$ cat src/rtl/fpu_sgnj_issue_pkg.sv
// Shared constants and types for the FSGNJ issue stage and its skid FIFO.
// Optional NaN-boxing of BF16 operands is enabled by FPU_SGNJ_NANBOX_EN.
package fpu_sgnj_pkg;

  localparam logic [2:0] F3_SGNJ  = 3'b000;
  localparam logic [2:0] F3_SGNJN = 3'b001;
  localparam logic [2:0] F3_SGNJX = 3'b010;

  localparam logic [2:0] OP_SGNJ  = 3'b001;
  localparam logic [2:0] OP_SGNJN = 3'b010;
  localparam logic [2:0] OP_SGNJX = 3'b100;

  localparam logic [15:0] CANON_NAN_BF16 = 16'h7FC0;
  localparam logic [31:0] CANON_NAN_FP32 = 32'h7FC0_0000;

  // Encoding doubles as the occupancy count.
  typedef enum logic [1:0] {
    FIFO_EMPTY = 2'd0,
    FIFO_ONE   = 2'd1,
    FIFO_FULL  = 2'd2
  } fifo_state_e;

  // Unsupported funct3 maps to an all-zero op, which marks it illegal.
  function automatic logic [2:0] decode_f3(input logic [2:0] f3);
    case (f3)
      F3_SGNJ:  decode_f3 = OP_SGNJ;
      F3_SGNJN: decode_f3 = OP_SGNJN;
      F3_SGNJX: decode_f3 = OP_SGNJX;
      default:  decode_f3 = 3'b000;
    endcase
  endfunction

endpackage

$ cat src/rtl/fpu_sgnj_issue_if.sv
// Request/response bundle between FPU dispatch, the issue stage and the
// sign-injection unit. InW is 32 when FPU_SGNJ_NANBOX_EN is compiled in.
interface fpu_sgnj_issue_if #(
  parameter int Std  = 31,
  parameter int TagW = 5,
  parameter int InW  = Std + 1
);
  logic            in_valid;
  logic            in_ready;
  logic [2:0]      in_funct3;
  logic [InW-1:0]  in_rs1;
  logic [InW-1:0]  in_rs2;
  logic [TagW-1:0] in_rd;
  logic            out_valid;
  logic            out_ready;
  logic [2:0]      op;
  logic [Std:0]    IEEE_A;
  logic [Std:0]    IEEE_B;
  logic [TagW-1:0] out_rd;
  logic            out_illegal;
  logic [15:0]     issue_cnt;

  modport master (
    output in_valid, in_funct3, in_rs1, in_rs2, in_rd, out_ready,
    input  in_ready, out_valid, op, IEEE_A, IEEE_B, out_rd, out_illegal, issue_cnt
  );

  modport slave (
    input  in_valid, in_funct3, in_rs1, in_rs2, in_rd, out_ready,
    output in_ready, out_valid, op, IEEE_A, IEEE_B, out_rd, out_illegal, issue_cnt
  );
endinterface

$ cat src/rtl/fpu_sgnj_issue_fifo2.sv
// Generic 2-entry skid FIFO; occupancy is held as a small FSM so ready/valid
// come straight from registered state.
module fpu_sgnj_fifo2
  import fpu_sgnj_pkg::*;
#(
  parameter int W     = 8,
  parameter int Depth = 2
) (
  input  logic         clk,
  input  logic         rst,
  input  logic         push_valid,
  output logic         push_ready,
  input  logic [W-1:0] push_data,
  output logic         pop_valid,
  input  logic         pop_ready,
  output logic [W-1:0] pop_data
);

  fifo_state_e  state_q, state_d;
  logic         wptr_q, rptr_q;
  logic [W-1:0] mem_q [2];
  logic         push, pop;

  assign push = push_valid & push_ready;
  assign pop  = pop_valid & pop_ready;

  always_ff @(posedge clk) begin
    if (rst) state_q <= FIFO_EMPTY;
    else     state_q <= state_d;
  end

  always_comb begin
    state_d = state_q;
    case (state_q)
      FIFO_EMPTY: if (push) state_d = FIFO_ONE;
      FIFO_ONE: begin
        if (push && !pop)      state_d = FIFO_FULL;
        else if (pop && !push) state_d = FIFO_EMPTY;
      end
      FIFO_FULL:  if (pop) state_d = FIFO_ONE;
      default:    state_d = FIFO_EMPTY;
    endcase
  end

  // Ready/valid are held low during the reset cycle itself.
  always_comb begin
    push_ready = ~rst & (int'(state_q) < Depth);
    pop_valid  = ~rst & (state_q != FIFO_EMPTY);
    pop_data   = mem_q[rptr_q];
  end

  always_ff @(posedge clk) begin
    if (rst) begin
      wptr_q <= 1'b0;
      rptr_q <= 1'b0;
      for (int i = 0; i < 2; i++) mem_q[i] <= '0;
    end else begin
      if (push) begin
        mem_q[wptr_q] <= push_data;
        wptr_q        <= ~wptr_q;
      end
      if (pop) rptr_q <= ~rptr_q;
    end
  end

endmodule

$ cat src/rtl/fpu_sgnj_issue.sv
// FSGNJ issue stage: decodes funct3 to a one-hot op, buffers in a skid FIFO.
// FPU_SGNJ_NANBOX_EN: 32-bit inputs, non-boxed BF16 operands become 0x7FC0.
module fpu_sgnj_issue
  import fpu_sgnj_pkg::*;
#(
  parameter int Std   = 31,
  parameter int TagW  = 5,
  parameter int Depth = 2
) (
  input  logic clk,
  input  logic rst_l,
  fpu_sgnj_issue_if.slave bus
);

  typedef struct packed {
    logic [2:0]      op;
    logic            illegal;
    logic [Std:0]    a;
    logic [Std:0]    b;
    logic [TagW-1:0] rd;
  } entry_t;

`ifdef FPU_SGNJ_NANBOX_EN
  localparam logic [Std:0] NAN_C = (Std == 15) ? (Std+1)'(CANON_NAN_BF16)
                                               : (Std+1)'(CANON_NAN_FP32);
`endif

  entry_t      wr_e, rd_e;
  logic        head_vld;
  logic        push_ok;
  logic [15:0] issue_cnt_q;

  always_comb begin
    wr_e         = '0;
    wr_e.op      = decode_f3(bus.in_funct3);
    wr_e.illegal = (wr_e.op == 3'b000);
    wr_e.rd      = bus.in_rd;
`ifdef FPU_SGNJ_NANBOX_EN
    wr_e.a = (bus.in_rs1[31:16] == 16'hFFFF) ? bus.in_rs1[Std:0] : NAN_C;
    wr_e.b = (bus.in_rs2[31:16] == 16'hFFFF) ? bus.in_rs2[Std:0] : NAN_C;
`else
    wr_e.a = bus.in_rs1;
    wr_e.b = bus.in_rs2;
`endif
  end

  fpu_sgnj_fifo2 #(.W($bits(entry_t)), .Depth(Depth)) u_fifo (
    .clk        (clk),
    .rst        (rst_l),
    .push_valid (bus.in_valid),
    .push_ready (bus.in_ready),
    .push_data  (wr_e),
    .pop_valid  (head_vld),
    .pop_ready  (bus.out_ready),
    .pop_data   (rd_e)
  );

  assign push_ok = bus.in_valid & bus.in_ready;

  // Illegal entries occupy a slot but are not counted as issues.
  always_ff @(posedge clk) begin
    if (rst_l)                         issue_cnt_q <= '0;
    else if (push_ok && !wr_e.illegal) issue_cnt_q <= issue_cnt_q + 16'd1;
  end

  assign bus.issue_cnt = issue_cnt_q;
  assign bus.out_valid = head_vld;

  always_comb begin
    bus.op          = 3'b000;
    bus.IEEE_A      = '0;
    bus.IEEE_B      = '0;
    bus.out_rd      = '0;
    bus.out_illegal = 1'b0;
    if (head_vld) begin
      bus.op          = rd_e.op;
      bus.IEEE_A      = rd_e.a;
      bus.IEEE_B      = rd_e.b;
      bus.out_rd      = rd_e.rd;
      bus.out_illegal = rd_e.illegal;
    end
  end

endmodule

$ cat src/flat_wrapper.sv
// flat-port wrapper written by rule: the top's interface ports become plain ports
module fpu_sgnj_issue_flat import fpu_sgnj_pkg::*;
#(
  parameter int Std   = 31,
  parameter int TagW  = 5,
  parameter int Depth = 2
)
  (clk, rst_l, bus_in_valid, bus_in_funct3, bus_in_rs1, bus_in_rs2, bus_in_rd, bus_out_ready, bus_in_ready, bus_out_valid, bus_op, bus_IEEE_A, bus_IEEE_B, bus_out_rd, bus_out_illegal, bus_issue_cnt);
  fpu_sgnj_issue_if #(.Std(Std), .TagW(TagW), .InW((32))) bus_i ();
  input  logic clk;
  input  logic rst_l;
  input wire logic [$bits(bus_i.in_valid)-1:0] bus_in_valid;
  input wire logic [$bits(bus_i.in_funct3)-1:0] bus_in_funct3;
  input wire logic [$bits(bus_i.in_rs1)-1:0] bus_in_rs1;
  input wire logic [$bits(bus_i.in_rs2)-1:0] bus_in_rs2;
  input wire logic [$bits(bus_i.in_rd)-1:0] bus_in_rd;
  input wire logic [$bits(bus_i.out_ready)-1:0] bus_out_ready;
  output wire logic [$bits(bus_i.in_ready)-1:0] bus_in_ready;
  output wire logic [$bits(bus_i.out_valid)-1:0] bus_out_valid;
  output wire logic [$bits(bus_i.op)-1:0] bus_op;
  output wire logic [$bits(bus_i.IEEE_A)-1:0] bus_IEEE_A;
  output wire logic [$bits(bus_i.IEEE_B)-1:0] bus_IEEE_B;
  output wire logic [$bits(bus_i.out_rd)-1:0] bus_out_rd;
  output wire logic [$bits(bus_i.out_illegal)-1:0] bus_out_illegal;
  output wire logic [$bits(bus_i.issue_cnt)-1:0] bus_issue_cnt;
  assign bus_i.in_valid = bus_in_valid;
  assign bus_i.in_funct3 = bus_in_funct3;
  assign bus_i.in_rs1 = bus_in_rs1;
  assign bus_i.in_rs2 = bus_in_rs2;
  assign bus_i.in_rd = bus_in_rd;
  assign bus_i.out_ready = bus_out_ready;
  assign bus_in_ready = bus_i.in_ready;
  assign bus_out_valid = bus_i.out_valid;
  assign bus_op = bus_i.op;
  assign bus_IEEE_A = bus_i.IEEE_A;
  assign bus_IEEE_B = bus_i.IEEE_B;
  assign bus_out_rd = bus_i.out_rd;
  assign bus_out_illegal = bus_i.out_illegal;
  assign bus_issue_cnt = bus_i.issue_cnt;
  fpu_sgnj_issue #(.Std(Std), .TagW(TagW), .Depth(Depth)) u_core (.clk(clk), .rst_l(rst_l), .bus(bus_i));
endmodule
$ cat config.mk
export PLATFORM = sky130hd
export DESIGN_NAME = fpu_sgnj_issue_flat
export DESIGN_NICKNAME = d
export VERILOG_FILES = /design/src/rtl/fpu_sgnj_issue_pkg.sv /design/src/rtl/fpu_sgnj_issue_if.sv /design/src/rtl/fpu_sgnj_issue_fifo2.sv /design/src/rtl/fpu_sgnj_issue.sv /design/src/flat_wrapper.sv
export SDC_FILE = /design/constraint.sdc
export NUM_CORES = 1
export LEC_CHECK = 0
export CAP_MARGIN = 40
export CELL_PAD_IN_SITES_DETAIL_PLACEMENT = 2
export CELL_PAD_IN_SITES_GLOBAL_PLACEMENT = 2
export CORE_MARGIN = 2
export CORE_UTILIZATION = 37
export DETAILED_ROUTE_END_ITERATION = 8
export GPL_TIMING_DRIVEN = 0
export HOLD_SLACK_MARGIN = 0.08
export PLACE_DENSITY_LB_ADDON = 0.1
export SLEW_MARGIN = 40
export SYNTH_ARGS = -nofsm -noshare
export SYNTH_HDL_FRONTEND = slang
export SYNTH_HIERARCHICAL = 1
export SYNTH_SLANG_ARGS = --single-unit
$ cat constraint.sdc
create_clock -name clk -period 8.3 [get_ports clk]
set_input_delay 1.66 -clock clk [delete_from_list [all_inputs] [get_ports clk]]
set_output_delay 1.66 -clock clk [all_outputs]
set_load 0.02 [all_outputs]
# Word-level counts from Yosys, hierarchy flattened
# Memories as Yosys holds them, arrays and structs flattened. A register that Yosys moved wholly into a read port is not among the register bits.
# Cells that the tools add are included.
dict set report totals {
  out_inout_bits 91
  regBits 20
  mem_count 1
  word_cells 54
  input_bits 76
  ramBits 146
}
# name depth width read_ports rd_clocked_by_memory_dff write_ports line
set mem_list {}
lappend mem_list {u_core.u_fifo.mem_q 2 73 1 1 2 fpu_sgnj_issue_fifo2.sv:21} ;# logic [W-1:0] mem_q [2];
dict set report classes {
  n_addsub 1
  reduce_logical 12
  mux 21
  n_lt_le_gt_ge 1
  n_eq_ne 7
  bitwise 7
}
# operator n
set op_table {}
lappend op_table {{$mux 73} 1}
lappend op_table {{$reduce_or 73->1} 1}
lappend op_table {{$mux 32} 2}
lappend op_table {{$add 16x1->16 const B} 1}
lappend op_table {{$mux 1} 10}
lappend op_table {{$pmux 3 s3} 1}
lappend op_table {{$mux 2} 4}
lappend op_table {{$logic_not 3->1} 2}
lappend op_table {{$pmux 2 s3} 1}
lappend op_table {{$mux 5} 1}
lappend op_table {{$and 1x1->1} 4}
lappend op_table {{$eq 3x1->1 const B} 1}
lappend op_table {{$eq 3x2->1 const B} 1}
lappend op_table {{$logic_and 1x1->1} 3}
lappend op_table {{$logic_not 1->1} 3}
lappend op_table {{$mux 3} 1}
lappend op_table {{$ne 3x3->1 const B} 1}
lappend op_table {{$not 1->1} 3}
lappend op_table {{$reduce_and 3->1} 1}
lappend op_table {{$eq 2x1->1 const B} 1}
lappend op_table {{$eq 2x2->1 const B} 1}
lappend op_table {{$logic_not 2->1} 1}
lappend op_table {{$lt 2x2->1 const B} 1}
lappend op_table {{$ne 2x1->1 const B} 1}
lappend op_table {{2 further kinds} 2}

# Depth between registers and ports, before layout
# Gate-level depths: netlist (run 1).
dict set report depth {
  word_depth 8
  depth_mapped 8
}

# Modules after synthesis
# The synthesis (run 1) kept the hierarchy.
# module seq_area_each_um2 n_inst cells_per_inst area_each_um2
set by_module_without_submodules {}
lappend by_module_without_submodules {fpu_sgnj_fifo2 4484.3 1 439 6726.5}
lappend by_module_without_submodules {fpu_sgnj_issue 320.3 1 169 1265.0}

# Least setup slack after synthesis (run 1)
# Ideal clock, no wire load.
dict set report synth_timing {
  kind {input -> output}
  from {in rst_l}
  to {out bus_IEEE_A[0]}
  path_stages 5
  path_slack_ns 3.719
  required_time_ns 6.640
  t_arrival_ns 2.921
  path_cell_list {buf_2 > nor2_1 > clkbuf_1 > clkbuf_1 > and2_1}
}
dict set report synth_between {
  elab_chain_len 3
}
# item line
set synth_rtl {}
lappend synth_rtl {{start, declared} flat_wrapper.sv:11} ;# input logic rst_l;
lappend synth_rtl {{$not 1->1} fpu_sgnj_issue_fifo2.sv:48} ;# pop_valid = ~rst & (state_q != FIFO_EMPTY);
lappend synth_rtl {{$and 1x1->1} fpu_sgnj_issue_fifo2.sv:48}
lappend synth_rtl {{named net bus_out_valid} flat_wrapper.sv:19} ;# output wire logic [$bits(bus_i.out_valid)-1:0] bus_out_valid;
lappend synth_rtl {{$mux 32} fpu_sgnj_issue.sv:75} ;# if (head_vld) begin
lappend synth_rtl {{end, declared} flat_wrapper.sv:21} ;# output wire logic [$bits(bus_i.IEEE_A)-1:0] bus_IEEE_A;
# The timed path passes the listed nets, and every way through them passes these cells.

# Worst setup path after layout (run 1)
dict set report layout_timing {
  from {in rst_l}
  to {out bus_IEEE_B[6]}
}
dict set report layout_between {
  elab_chain_len 3
}
# item line
set layout_rtl {}
lappend layout_rtl {{$not 1->1} fpu_sgnj_issue_fifo2.sv:48}
lappend layout_rtl {{$and 1x1->1} fpu_sgnj_issue_fifo2.sv:48}
lappend layout_rtl {{$mux 32} fpu_sgnj_issue.sv:75}
lappend layout_rtl {{end, declared} flat_wrapper.sv:22} ;# output wire logic [$bits(bus_i.IEEE_B)-1:0] bus_IEEE_B;
# No other way between the ends.

==> key figures, run 1 <==
Cells and area
  – Fin cells: 1084
  – Nets: 875
  – Fin area: 10600 µm²
  – Final Util: 50.5%
  – Layout cell share with drive strength beyond 1: between 10% and 20%
  – Antenna Cells: 0
  – Synthesis-to-layout area growth: 33.2%
  – Fillcell total: 2001

Place
  – Final GP Congestion: 0.739
  – Setup WS pre-CTS: between 2000 and 2500 ps
  – Port Buffers: 166
  – Placed instance count: ~1100
  – Placed cell areas: 10100 µm²
  – Post-DP HPWL: 15.7 mm

GRT
  – All-Layer GR Usage: 20.3%
  – Largest net degree at the start of global routing: 38
  – Antenna violations before repair: 0
  – Vias in the first global route: between 6000 and 7000
  – First-pass GRT wire length: 34.7 mm
  – Remaining Overflow, GRT: 0

Drt
  – Post-detailed-routing wire length: 22.9 mm
  – DR vias/cell: 5.16
  – Vias: 5591
  – Initial DRT Pass Iterations: 4
  – Detailed Route Iter0 Violations: 195
  – Drc violations: 0
  – Mean routed wirelength per cell: 21.1 µm
  – Final antenna-violating net count: 0

Clock tree
  – CTS tree: done
  – H-Tree Depth: 4
  – CTS buffer count: 17
  – CTS Sinks: roughly 170
  – Clock Root Buffer: clkbuf_16
  – Cts hold-fix bufs: 0
  – Clk buf depth: 2
  – CTS resizes: 0
  – Setup bufs post-CTS: 0
  – Clock Latency Late Sink: 410 ps
  – Clk slew on worst S/H paths: 70 ps

Critical path
  – CP endpoint: bus_IEEE_B[6]
  – Worst Path Buf+Inv: 5
  – Largest stage delay on the critical path: 640 ps
  – Slowest CP cell: clkbuf_1
  – Reg2reg start: u_core/u_fifo/state_q[1]$_SDFFE_PP0P_
  – Worst Path Max Fanout: 10
  – Arr. time, crit path: 4530 ps
  – Critical-path cell list: clkdlybuf4s50_1, buf_2, nor2_1, clkbuf_1, clkbuf_1, and2_1, clkdlybuf4s50_1
  – Reg2Reg Depth: 7
  – Critical path data required time: 6640 ps
  – Critical path origin: rst_l
  – Critical Path Sink Type: primary output
  – R2R Setup Slk: 6130 ps
  – Critical path type: in -> out
  – RR Endpoint: u_core/bus.issue_cnt[11]$_SDFFE_PP0P_
  – CP Launch Type: input pin
  – Stages on worst setup path: 7
  – Top delay family on crit path: buffers and inverters

STA
  – Final-report max-slew violation count: 0
  – # setup viols final: 0
  – Tmin final: 6190 ps
  – Final Hold Fails: 0
  – Final period utilization: about three quarters
  – Rel. slew slack: a little under half
  – Min Hold Slack: 495 ps
  – Setup WS post-layout: 2110 ps
  – Final clock skew: roughly 9.3 ps
  – Max Fclk: 161 MHz
  – RSZ-0062 raised after global routing: no
  – Setup TNS: 0 ps
  – Slew @ Worst Pin: between 700 and 800 ps

Die
  – Area of the core: approximately 21000 µm²
  – Row count: 53
  – Initial Util: 37.9%
  – # IOs: 167
  – Overall die area: between 20000 and 25000 µm²
  – Die width: 151 µm
  – Die span in y: 151 µm

Logic synthesis
  – Mapped Cells: 608
  – Synth cell types: 42
  – Synth Area per Inst: 13.1 µm²
  – Dominant synthesized flop cell: edfxtp_1
  – #FFs+latches synth: 167
  – Post-Syn Area: approximately 8000 µm²
  – Syn. warnings: 6
  – Net Count, Synth: 686
  – Async set-or-reset flop fraction in the synthesized netlist: 0%
  – Sequential share of the synthesized area: 60.1%
  – Post-synth EDFFs: roughly 150

Run status
  – Run status: complete, no violations

Power and ir drop
  – Design Power: 2.00 mW
  – Power density over the cells: 188 nW/µm²
  – Leak: approximately 4.4 nW
  – Max VDD drop: 0.132 mV

Worst hold path
  – Worst hold-check path type: reg -> reg

Flow run
  – Max-cap viol count: 0
## logic make-up after synthesis
| family | count (synthesis) | share of synthesized area [%] |
|---|---|---|
| XOR/XNOR | 9 | 0.986 |
| multiplexers | 74 | 10.4 |
| buffers and inverters | 57 | 5.17 |
| adder cells (fa/ha/maj) | 2 | 0.313 |
| AND/OR/NAND/NOR | 277 | 21.2 |
| flip-flops | 167 | 60.1 |
| AO/OA/AOI/OAI | 22 | 1.77 |
## metal layers
metal / vias to the layer above / routed length, µm / GRT usage [%]
met5: - / 0 / 0
met1: 2849 / 10100 / 25.3
met2: 112 / 11900 / 36.8
li1: 2611 / - / -
met4: 0 / 229 / 5.23
met3: 19 / 691 / 2.92
## synthesized netlist by cell type, types with 3 or more instances
cell type    n  area (µm²)
nand2_1      7        26.3
a21oi_1      9        45.0
o21ai_0      4        20.0
and3_1     148         926
o31ai_1      5        37.5
buf_4       13        97.6
nand3_1      7        35.0
nor2_1      16        60.1
buf_6       18         203
clkbuf_1    12        45.0
xor2_1       7        61.3
edfxtp_1   146        4380
dfxtp_1     21         420
or4_1        5        37.5
and2_1      73         457
nand4_1      3        18.8
mux2_2      73         822
buf_2       10        50.1
## cell usage in the layout (no fill, tap or decap), drive strengths merged, types with 2 or more instances in the layout
cell,n
a21oi,10
inv,6
nand2,7
nand3,7
and4,2
clkinvlp,5
xor2,7
clkinv,4
buf,46
o31ai,5
nand4,3
clkdlybuf4s50,166
or3,3
and3,148
nor3,2
nor2,18
nand2b,2
ha,2
mux2,73
dfxtp,21
clkbuf,30
or4,5
a211oi,2
o21ai,4
xnor2,2
edfxtp,146
and2,73
nor3b,2
## sequential cells by signal, indices dropped and copies added (netlist names), named ones only
name                   count
u_core/u_fifo/rptr_q       1
u_core/bus.issue_cnt      16
u_core/u_fifo/mem_q      146
u_core/u_fifo/state_q      2
u_core/u_fifo/wptr_q       1
## area by class of cell
| class | count | area [µm²] | share of cell area [%] |
|---|---|---|---|
| clock inverters | 13 | 124 | 1.16 |
| repair buffers | 170 | 1740 | 16.4 |
| clock buffers | 18 | 429 | 4.03 |
| well taps | 275 | 344 | 3.23 |
| multi-input cells | 384 | 2790 | 26.2 |
| inverters | 3 | 13.8 | 0.129 |
| plain buffers | 54 | 399 | 3.75 |
| flip-flops and latches | 167 | 4800 | 45.1 |
## power by group
group	switching (mW)	total, mW	internal (mW)	leakage [nW]
combinational	0.135	0.266	0.131	2.45
clock	0.337	0.751	0.414	0.253
sequential	0.0151	0.985	0.970	1.72
total	0.487	2.00	1.52	4.42
## worst min-delay path: stages (launching register included)
cell,delay [ps]
dfxtp_1,320
o31ai_1,70
a21oi_1,60
## how the worst min path moves through the flow
stage                     cells past startpoint                                    end                                   from  slack [ps]
after floorplan                               2                               register      u_core/u_fifo/rptr_q$_SDFFE_PP0P_         470
after global placement                        2  u_core/bus.issue_cnt[15]$_SDFFE_PP0P_  u_core/bus.issue_cnt[15]$_SDFFE_PP0P_         470
after detailed placement                      2  u_core/bus.issue_cnt[15]$_SDFFE_PP0P_  u_core/bus.issue_cnt[15]$_SDFFE_PP0P_         480
after CTS                                     2  u_core/bus.issue_cnt[15]$_SDFFE_PP0P_  u_core/bus.issue_cnt[15]$_SDFFE_PP0P_         490
after global routing                          2  u_core/bus.issue_cnt[15]$_SDFFE_PP0P_  u_core/bus.issue_cnt[15]$_SDFFE_PP0P_         500
final                                         2  u_core/bus.issue_cnt[15]$_SDFFE_PP0P_  u_core/bus.issue_cnt[15]$_SDFFE_PP0P_         490
Power figures use the tool's default switching activity.
==> run 2, diff against run 1 <==
--- a/config.mk
+++ b/config.mk
@@ -9,7 +9,7 @@
 export CELL_PAD_IN_SITES_DETAIL_PLACEMENT = 2
 export CELL_PAD_IN_SITES_GLOBAL_PLACEMENT = 2
 export CORE_MARGIN = 2
-export CORE_UTILIZATION = 37
+export CORE_UTILIZATION = 31
 export DETAILED_ROUTE_END_ITERATION = 8
 export GPL_TIMING_DRIVEN = 0
 export HOLD_SLACK_MARGIN = 0.08
==> constraint.sdc (replaced) <==
create_clock -name clk -period 5.47 [get_ports clk]
set_input_delay 1.094 -clock clk [delete_from_list [all_inputs] [get_ports clk]]
set_output_delay 1.094 -clock clk [all_outputs]
set_load 0.02 [all_outputs]
==> run 2 against run 1 <==
  * Sequential power is 51% higher
  * Setup slack worse by 1700 ps
  * Final cell count is 5.2% higher
  * Global-route usage is 2.7 points lower
  * Clock power is 70% higher
  * Via count is 0.32% higher
  * Critical path depth stayed put
  * Sequential share of layout area is 0.64 points lower
  * Utilization is 7.7 points lower
  * First-iteration DRC count is 21% higher
  * Clock skew hardly changed
  * Register-to-register slack worse by 2800 ps
  * Highest routed layer unchanged
==> key figures, run 2 (synthesis results as in run 1) <==
Drt
  – Drc violations: 0
  – Initial DRT Pass Iterations: 4
  – DR vias/cell: 4.92
  – Final antenna-violating net count: 0
  – Post-detailed-routing wire length: around 23 mm
  – Detailed Route Iter0 Violations: approximately 240
  – Mean routed wirelength per cell: 20.4 µm
  – Vias: roughly 5600

Power and ir drop
  – Leak: 4.48 nW
  – Max VDD drop: 0.196 mV
  – Power density over the cells: 295 nW/µm²

Die
  – Overall die area: 27100 µm²
  – Row count: 58
  – Die width: between 150 and 200 µm
  – # IOs: around 170
  – Area of the core: 25300 µm²
  – Initial Util: a little under a third
  – Die span in y: 165 µm

Worst hold path
  – Worst hold-check path type: reg -> reg

Clock tree
  – CTS buffer count: 17
  – Cts hold-fix bufs: 0
  – Clk buf depth: 2
  – CTS resizes: 0
  – H-Tree Depth: 4
  – Clock Latency Late Sink: around 440 ps
  – Clock Root Buffer: clkbuf_16
  – CTS tree: done
  – CTS Sinks: 167
  – Setup bufs post-CTS: 0
  – Clk slew on worst S/H paths: 80 ps

Critical path
  – Worst Path Max Fanout: 10
  – CP endpoint: bus_op[0]
  – CP Launch Type: input pin
  – Critical path origin: rst_l
  – R2R Setup Slk: 3370 ps
  – Arr. time, crit path: slightly below 4000 ps
  – Critical path data required time: 4380 ps
  – Critical path type: in -> out
  – Critical Path Sink Type: primary output
  – Reg2Reg Depth: 7
  – Reg2reg start: u_core/u_fifo/state_q[1]$_SDFFE_PP0P_
  – RR Endpoint: u_core/bus.issue_cnt[13]$_SDFFE_PP0P_

Place
  – Placed cell areas: between 10000 and 15000 µm²
  – Post-DP HPWL: 16.1 mm
  – Port Buffers: 166
  – Placed instance count: 1108
  – Final GP Congestion: 0.737

GRT
  – Largest net degree at the start of global routing: 32
  – Remaining Overflow, GRT: 0
  – All-Layer GR Usage: 17.6%
  – First-pass GRT wire length: 35.6 mm
  – Antenna violations before repair: 0
  – Vias in the first global route: 6324

STA
  – Final period utilization: 92.1%
  – Rel. slew slack: 52.5%
  – Final Hold Fails: 0
  – Max Fclk: 198 MHz
  – Slew @ Worst Pin: 713 ps
  – RSZ-0062 raised after global routing: no
  – Final clock skew: 9.15 ps
  – Final-report max-slew violation count: 0
  – # setup viols final: 0
  – Tmin final: 5040 ps

Cells and area
  – Nets: 875
  – Antenna Cells: 0
  – Max reg flops: ~150
  – Layout cell share with drive strength beyond 1: just under 20%
  – Fin area: 10800 µm²
  – Fillcell total: 2578
  – Final Util: 42.8%
  – Commonest non-fill, non-tap cell in the layout: clkdlybuf4s50_1
  – Most frequent cells in the layout: clkdlybuf4s50_1 (166), and3_1 (148), edfxtp_1 (146)
  – Synthesis-to-layout area growth: 35.1%
  – Fin cells: approximately 1100
  – Most flops, register: u_core/u_fifo/mem_q

Flow run
  – Max-cap viol count: 0

Run status
  – Run status: complete, no violations
[run 2: changes by cell type in the layout (fill, tap and decap cells not counted)]
cell,previous run,this run
clkinv_4,3,1
clkinv_1,1,0
clkinv_8,0,1
buf_16,0,2
buf_12,4,2
inv_8,0,7
bufinv_16,1,2
clkinvlp_4,5,1
clkbuf_1,13,12
[run 2: how the worst min path moves through the flow]
stage                                                      from                               endpoint  slack, ps  cells past startpoint
after detailed placement  u_core/bus.issue_cnt[15]$_SDFFE_PP0P_  u_core/bus.issue_cnt[15]$_SDFFE_PP0P_        480                      2
after global placement    u_core/bus.issue_cnt[15]$_SDFFE_PP0P_  u_core/bus.issue_cnt[15]$_SDFFE_PP0P_        460                      2
after floorplan               u_core/u_fifo/rptr_q$_SDFFE_PP0P_                               register        470                      2
after global routing      u_core/bus.issue_cnt[15]$_SDFFE_PP0P_  u_core/bus.issue_cnt[15]$_SDFFE_PP0P_        540                      2
after CTS                 u_core/bus.issue_cnt[15]$_SDFFE_PP0P_  u_core/bus.issue_cnt[15]$_SDFFE_PP0P_        490                      2
final                     u_core/bus.issue_cnt[15]$_SDFFE_PP0P_  u_core/bus.issue_cnt[15]$_SDFFE_PP0P_        490                      2
[run 2: stage by stage]
stage / worst slack, ps / setup TNS (ps) / hold WS, ps / power (mW)
after global routing: 193 / 0 / 537 / 3.30
after floorplan: 1930 / 0 / 472 / 1.73
after global placement: -22.3 / -1320 / 464 / 1.91
after CTS: 318 / 0 / 492 / 3.22
after detailed placement: 341 / 0 / 480 / 1.94
final: 432 / 0 / 487 / 3.18
[run 2: area by class of cell]
type | count | area (µm²) | area share [%]
inverter | 3 | 13.8 | 0.127
clock buffer | 17 | 425 | 3.94
tap | 330 | 413 | 3.82
timing repair buffer | 170 | 1760 | 16.3
sequential | 167 | 4800 | 44.5
multi-input combinational | 384 | 2790 | 25.8
clock inverter | 15 | 198 | 1.83
buffer | 54 | 399 | 3.70
[run 2: worst max-delay path: stages]
cell	delay [ps]
clkdlybuf4s50_1	490
buf_2	230
nor2_1	230
clkbuf_1	580
clkbuf_1	420
and2_1	260
clkdlybuf4s50_1	630
[run 2: where the power goes]
group | leakage (nW) | internal (mW) | switching [mW]
logic | 2.45 | 0.200 | 0.208
registers | 1.72 | 1.47 | 0.0217
clock network | 0.305 | 0.704 | 0.579
total | 4.48 | 2.37 | 0.808
[run 2: layer usage]
layer | vias up | GRT usage, % | wire (µm)
met4 | 0 | 4.55 | 247
li1 | 2618 | - | -
met5 | - | 0 | 0
met3 | 17 | 2.76 | 712
met2 | 126 | 31.1 | 12000
met1 | 2848 | 22.4 | 10300
